[config.mk]
export PLATFORM = sky130hd
export DESIGN_NAME = memory_stage
export DESIGN_NICKNAME = d
export VERILOG_FILES = /design/src/rtl/memory_stage.sv
export SDC_FILE = /design/constraint.sdc
export NUM_CORES = 1
export LEC_CHECK = 0
export ABC_AREA = 0
export CAP_MARGIN = 20
export CORE_MARGIN = 2
export CORE_UTILIZATION = 23
export DETAILED_ROUTE_END_ITERATION = 10
export DONT_BUFFER_PORTS = 1
export HOLD_SLACK_MARGIN = 0.1
export PLACE_DENSITY = 0.34
export SKIP_LAST_GASP = 1
export SYNTH_ARGS = -nofsm -noshare
export SYNTH_HDL_FRONTEND = slang
export SYNTH_SLANG_ARGS = --single-unit
[constraint.sdc]
create_clock -name clk -period 1.85 [get_ports clk]
set_clock_uncertainty 0.15 [all_clocks]
set_input_delay 0.185 -clock clk [delete_from_list [all_inputs] [get_ports clk]]
set_output_delay 0.185 -clock clk [all_outputs]
set_load 0.01 [all_outputs]
[src/rtl/memory_stage.sv]
// Memory stage between execute and writeback: latches the execute result, runs one
// load/store handshake at a time against a variable-latency data memory, registers the result.
module memory_stage #(
  parameter int unsigned DATA_W   = 16,
  parameter int unsigned MAX_WAIT = 8
) (
  input  logic              clk,
  input  logic              rst_n,
  input  logic              ex_valid,
  input  logic [DATA_W-1:0] ex_Xcomp,
  input  logic [DATA_W-1:0] ex_wdata,
  input  logic              ex_memRead,
  input  logic              ex_memWrite,
  input  logic              ex_regWrite,
  input  logic [2:0]        ex_wrReg,
  input  logic              ex_halt,
  output logic              mem_stall,
  output logic [DATA_W-1:0] dm_addr,
  output logic [DATA_W-1:0] dm_wdata,
  output logic              dm_rd,
  output logic              dm_wr,
  input  logic [DATA_W-1:0] dm_rdata,
  input  logic              dm_done,
  output logic              wb_valid,
  output logic [DATA_W-1:0] wb_data,
  output logic              wb_regWrite,
  output logic [2:0]        wb_wrReg,
  output logic              halted,
  output logic              err
);

  localparam int unsigned CntW = $clog2(MAX_WAIT + 1);

  typedef enum logic [1:0] {StIdle, StReq, StWait} state_e;

  state_e            state_q;
  logic [DATA_W-1:0] addr_q;
  logic [DATA_W-1:0] wdata_q;
  logic              is_load_q;
  logic              regwrite_q;
  logic [2:0]        wrreg_q;
  logic [CntW-1:0]   wait_cnt_q;

  logic accept;
  logic is_mem;

  assign accept    = (state_q == StIdle) & ex_valid & ~halted & ~err;
  assign is_mem    = ex_memRead | ex_memWrite;
  assign mem_stall = (state_q != StIdle);
  assign dm_addr   = addr_q;
  assign dm_wdata  = wdata_q;

  always_ff @(posedge clk or negedge rst_n) begin
    if (!rst_n) begin
      state_q     <= StIdle;
      addr_q      <= '0;
      wdata_q     <= '0;
      is_load_q   <= 1'b0;
      regwrite_q  <= 1'b0;
      wrreg_q     <= '0;
      wait_cnt_q  <= '0;
      dm_rd       <= 1'b0;
      dm_wr       <= 1'b0;
      wb_valid    <= 1'b0;
      wb_data     <= '0;
      wb_regWrite <= 1'b0;
      wb_wrReg    <= '0;
      halted      <= 1'b0;
      err         <= 1'b0;
    end else begin
      dm_rd    <= 1'b0;
      dm_wr    <= 1'b0;
      wb_valid <= 1'b0;
      case (state_q)
        StIdle: begin
          if (accept) begin
            addr_q     <= ex_Xcomp;
            wdata_q    <= ex_wdata;
            regwrite_q <= ex_regWrite;
            wrreg_q    <= ex_wrReg;
            is_load_q  <= ex_memRead;
            if (ex_halt) begin
              halted      <= 1'b1;
              wb_valid    <= 1'b1;
              wb_data     <= ex_Xcomp;
              wb_regWrite <= 1'b0;
              wb_wrReg    <= ex_wrReg;
            end else if (!is_mem) begin
              wb_valid    <= 1'b1;
              wb_data     <= ex_Xcomp;
              wb_regWrite <= ex_regWrite;
              wb_wrReg    <= ex_wrReg;
            end else if (ex_Xcomp[0]) begin
              err <= 1'b1;
            end else begin
              // Load and store together is flagged but still runs as a load.
              if (ex_memRead && ex_memWrite) err <= 1'b1;
              dm_rd      <= ex_memRead;
              dm_wr      <= ~ex_memRead;
              wait_cnt_q <= '0;
              state_q    <= StReq;
            end
          end
        end
        StReq, StWait: begin
          if (dm_done) begin
            state_q     <= StIdle;
            wb_valid    <= 1'b1;
            wb_data     <= is_load_q ? dm_rdata : addr_q;
            wb_regWrite <= regwrite_q;
            wb_wrReg    <= wrreg_q;
          end else if (state_q == StReq) begin
            state_q <= StWait;
          end else begin
            wait_cnt_q <= wait_cnt_q + 1'b1;
            if (wait_cnt_q == CntW'(MAX_WAIT - 1)) begin
              err     <= 1'b1;
              state_q <= StIdle;
            end
          end
        end
        default: state_q <= StIdle;
      endcase
    end
  end

endmodule

* After elaboration in Yosys (flattened, before gate mapping)
Cells that the tools add are included.
** Operators by class
- $add $sub $neg :: 1
- Reductions and logical operators :: 11
- Eq/ne operators :: 14
- Bitwise gates (word level) :: 7
- Mux-type cells :: 55
** Operators by type and width (number)
- $mux 16 :: 5
- $pmux 16 s2 :: 1
- $mux 1 :: 26
- $mux 4 :: 6
- $ne 2x2->1 const B :: 8
- $mux 2 :: 7
- $mux 3 :: 4
- $pmux 4 s2 :: 1
- $reduce_and 8->1 :: 1
- $reduce_and 7->1 :: 1
- $pmux 1 s2 :: 3
- $pmux 3 s2 :: 1
- $reduce_and 5->1 :: 1
- $add 4x1->4 const B :: 1
- $eq 4x3->1 const B :: 1
- $ne 4x4->1 const B :: 1
- $pmux 2 s2 :: 1
- $reduce_and 4->1 :: 1
- $reduce_bool 2->1 :: 2
- $and 1x1->1 :: 3
- $ne 3x2->1 const B :: 1
- $ne 3x3->1 const B :: 1
- $not 1->1 :: 3
- $reduce_and 3->1 :: 1
- other kinds (7) :: 7
** Word-level totals
- Output and inout port bits :: 58
- Word-level logic and storage cells :: 103
- Input port bits :: 59
- Register bits :: 68

* Logic depth before layout (Yosys ltp)
- Depth in word-level cells :: 7
- Mapped depth :: 9
- Gate-level depth less buffers :: 6

* Least setup slack after synthesis
No wires, ideal clock.
- Path type :: reg-to-reg
- Start :: register state_q[0]
- End :: register wb_data[10]
- Buffers on the path :: 3
- Period minus slack after synthesis :: 2048 ps
- Data required time :: 1575 ps
- Data arrival time :: 1773 ps
- Path slack :: -198 ps
- Cell stages (with the launch flop) :: 8
- Library setup time :: 125 ps
- Path through :: dfrtp_1 inv_1 ha_1 buf_2 buf_1 buf_1 a21oi_1 mux2_2
** On the way
- Word-level cells in the longest chain between the ends :: 6
- Elaborated cells on any way between the ends :: 13
- Classes of those cells :: eq/ne (5); mux (1); bitwise (3); reduce/logical (4)
** Ends and longest elaborated chain
- start, declared :: RTL line 36 : state_e state_q;
- start signal, assigned :: RTL line 55 : state_q <= StIdle;
- start signal, assigned :: RTL line 101 : state_q <= StReq;
- start signal, assigned :: RTL line 107 : state_q <= StIdle;
- $logic_not 2->1 :: RTL line 47, 74
- $and 1x1->1 (3 in a row) :: RTL line 47 : assign accept = (state_q == StIdle) & ex_valid & ~halted & ~err;
- $ne 2x2->1 (no line)
- $reduce_and 4->1 (no line)
- end signal, assigned :: RTL line 85 : wb_data <= ex_Xcomp;
- end signal, assigned :: RTL line 90 : wb_data <= ex_Xcomp;
- end signal, assigned :: RTL line 109 : wb_data <= is_load_q ? dm_rdata : addr_q;
- end, declared :: RTL line 25 : output logic [DATA_W-1:0] wb_data,
Parallel ways exist; a longest one is shown, timed or not.
A chain may end at the register's enable or synchronous reset.

* Worst setup path in the final report
- Start :: register state_q[1]
- End :: register wb_data[11]
Same word-level chain as after synthesis.

==> flow_summary.yaml <==
run_status:
  status: "finished with violations"
  violations: "hold timing, setup timing"
setup_path:
  cp.depth: 8
  slowest_delay_ns: 0.38
  crit_arrival_ns: 1.98
  endpoint_kind: "flip-flop"
  path_class: "flip-flop to flip-flop"
  r2r_cells: 8
  cp_cell_sequence: "inv_2, ha_4, and4bb_2, nand2_2, a21oi_4, buf_6, buf_12, mux2_4"
  critPathSlowestCell: "dfrtp_1"
  path_buf_inv: 3
  start_kind: "flip-flop"
  crit_fanout: 7
  path_delay_family: "flip-flops"
  crit_required_ns: 1.91
floorplanning:
  core_area_um2: 13200
  dieArea_um2: 14500
  ios: 117
  rows: 42
  die_w_um: 120
  die_height_um: 120
  start_util: 0.235
synthesis:
  avgSynthCellArea_um2: 9.62
  syn_area_um2: 3110
  synth_ff_type: "dfrtp_1"
  ys_top_cells_by_area: "dfrtp_1 (55%), nand2_1 (14%), mux2_2 (8.3%), mux2i_1 (5.2%), a21oi_1 (3.1%)"
  ys_seq_area_frac: 0.548
  synth_edf_count: 0
  synth_most_common_cell: "nand2_1"
  yosys_warnings: 0
  ys_ff_latch: 68
  async_reset_ff_frac: 1.00
  syn_nets: 386
  syn_inst: 323
  ys_types: 33
  synth_common_cells: "nand2_1 (119), dfrtp_1 (68), mux2_2 (23)"
  yosys.area.top_type_share: 0.548
  yosys.area.top_type: "dfrtp_1"
route:
  vias: 2500
  avgRoutedWirePerCell_um: 16.1
  viasPerCell: 4.31
  drt_first_pass_iters: 4
  drtIter0Drc: 98
  drt-total-wl_mm: 9.36
  drcViolationCount: 0
  ant_nets: 0
timing:
  slew_headroom: 0.677
  max_freq_mhz: 522
  drv_slew: 0
  finalSetupTns_ns: -0.707
  worst_pin_slew_ns: 0.484
  finalHoldViolCount: 68
  holdWs_ns: -0.607
  rsz0062_at_grt: "true"
  setup_ws_ns: -0.0660
  min_period_over_period: 1.04
  min_period_ns: 1.92
  setup_viol: 14
power_and_ir_drop:
  p_leak_nw: 2.11
  pwr-share-comb: 0.365
  powerDensity_nw_per_um2: 1630
  intPower_mw: 4.69
  pwr-share-clk: 0.229
  swShare: 0.365
  peakVddDrop_v: 0.000519
  switching_power_mw: 2.69
  seqPwrFrac: 0.405
placement:
  io_buffers: 0
  dpl.hpwl_mm: 5.82
  place.gp.congestion: 0.660
grt:
  grt-ovfl-total: 0
  grt_antenna_before_repair: 0
  grt_pass1_wl_mm: 14.7
  grt_pass1_vias: 2654
  grtUsageTotal: 0.136
  grt_max_degree: 69
job:
  maxCapViolCount: 0
clock_network:
  clk_path_buf_depth: 2
  cts-buffers-inserted: 9
  worstSkewPairLatency_ns: 0.34
  cts_root_buffer: "clkbuf_16"
  clk_pin_slew_ns: 0.06
  cts_tree: "built"
  cts_htree_levels: 3
  cts.sinks: 68
min_path:
  hold_class: "primary input to async pin"
finish:
  nets: 463
  area_growth_pct: 45.2
  postLayoutCoreUtil: 0.341
  antenna_cells: 0
  nFillCells: 1361
  layout-drive-gt1-share: 0.205
==> logic make-up after synthesis <==
family	after synthesis	share of synthesized area
muxes	39	0.135
DFF	68	0.548
buffers and inverters	23	0.0306
AOI/OAI and AO/OA	38	0.0745
adders and majority gates	4	0.0161
and+or+nand+nor	151	0.196
==> flip-flops by register name, summed over array words and instances, names as in the netlist, 2 cells and up <==
name        cells
dm_addr        16
dm_wdata       16
state_q         2
wait_cnt_q      4
wb_data        16
wb_wrReg        3
wrreg_q         3
==> per-stage QoR <==
step	worst slack, ns	hold slack, ns	total power [mW]	cells	cell area, um^2
finish	-0.0660	-0.607	7.37	580	4510
global route	-0.164	-0.633	7.92	580	4510
CTS	-0.116	-0.630	7.47	579	4480
detailed placement	-0.132	-0.257	5.28	504	3480
global placement	-0.108	-0.258	5.24	504	3480
floorplan	-0.0123	-0.261	4.35	323	3120
==> area by class of cell <==
| cell class | instances | area [um^2] | share of cell area |
|---|---|---|---|
| Clock buffer | 14 | 284 | 0.0630 |
| Clock inverter | 1 | 5.00 | 0.00111 |
| Inverter | 4 | 15.0 | 0.00333 |
| Multi-Input combinational cell | 232 | 1440 | 0.320 |
| Sequential cell | 68 | 1700 | 0.377 |
| Tap cell | 176 | 220 | 0.0488 |
| Timing Repair Buffer | 85 | 841 | 0.186 |
==> layout by cell type, fill, tap and decap left out, drive strengths merged, types with 7 or more instances in the layout <==
cell type / count
nor2: 19
nand2: 119
mux2i: 16
dlygate4sd3: 55
buf: 30
mux2: 23
o21ai: 7
a21oi: 19
clkbuf: 14
dfrtp: 68
==> per-layer routing <==
metal  global-route usage  share of wire  wire length (um)  vias to the layer above
li1                     -              -                 -                     1218
met2                0.219           0.48              4520                       75
met3               0.0495          0.063               587                       12
met5                    0              0                 0                        -
met1                0.165           0.44              4100                     1195
met4               0.0538          0.016               154                        0
==> worst paths after layout <==
| path | start | to | slack (ns) |
|---|---|---|---|
| worst max-delay path | state_q[1] | wb_data[11] | -0.07 |
| worst min-delay path | rst_n | wb_wrReg[1] | -0.61 |
| worst max register to register | state_q[1] | wb_data[11] | -0.07 |
| worst min register to register | wrreg_q[2] | wrreg_q[2] | 0.32 |
| max in group asynchronous | rst_n | wb_data[2] | 2.02 |
| min in group clk | dm_rdata[2] | wb_data[2] | 0.11 |
==> worst register-to-register path, delay by kind of cell, from the launching register on <==
kind | cells | cell delay [ns]
AOI/OAI and AO/OA | 1 | 0.16
adders and majority gates | 1 | 0.13
buffers and inverters | 3 | 0.34
DFF | 1 | 0.38
muxes | 1 | 0.31
and+or+nand+nor | 2 | 0.32
==> power groups by stage <==
stage,registers (mW),logic [mW],clock network [mW]
after global placement,3.02,2.21,0
after global routing,3.09,3.01,1.83
final,2.99,2.69,1.69
after CTS,3.01,2.70,1.76
after floorplan,2.83,1.52,0
after detailed placement,3.01,2.27,0
==> what timing repair did <==
item / 4_1_cts / 5_1_grt
buffers inserted: 6 / 0
cloned: 1 / 0
setup endpoints to repair: 26 / 32
hold endpoints to repair: 133 / 69
pin swaps: 4 / 3
hold buffers: 53 / 2
gates resized for setup: 31 / 11
Power figures use the tool's default switching activity.
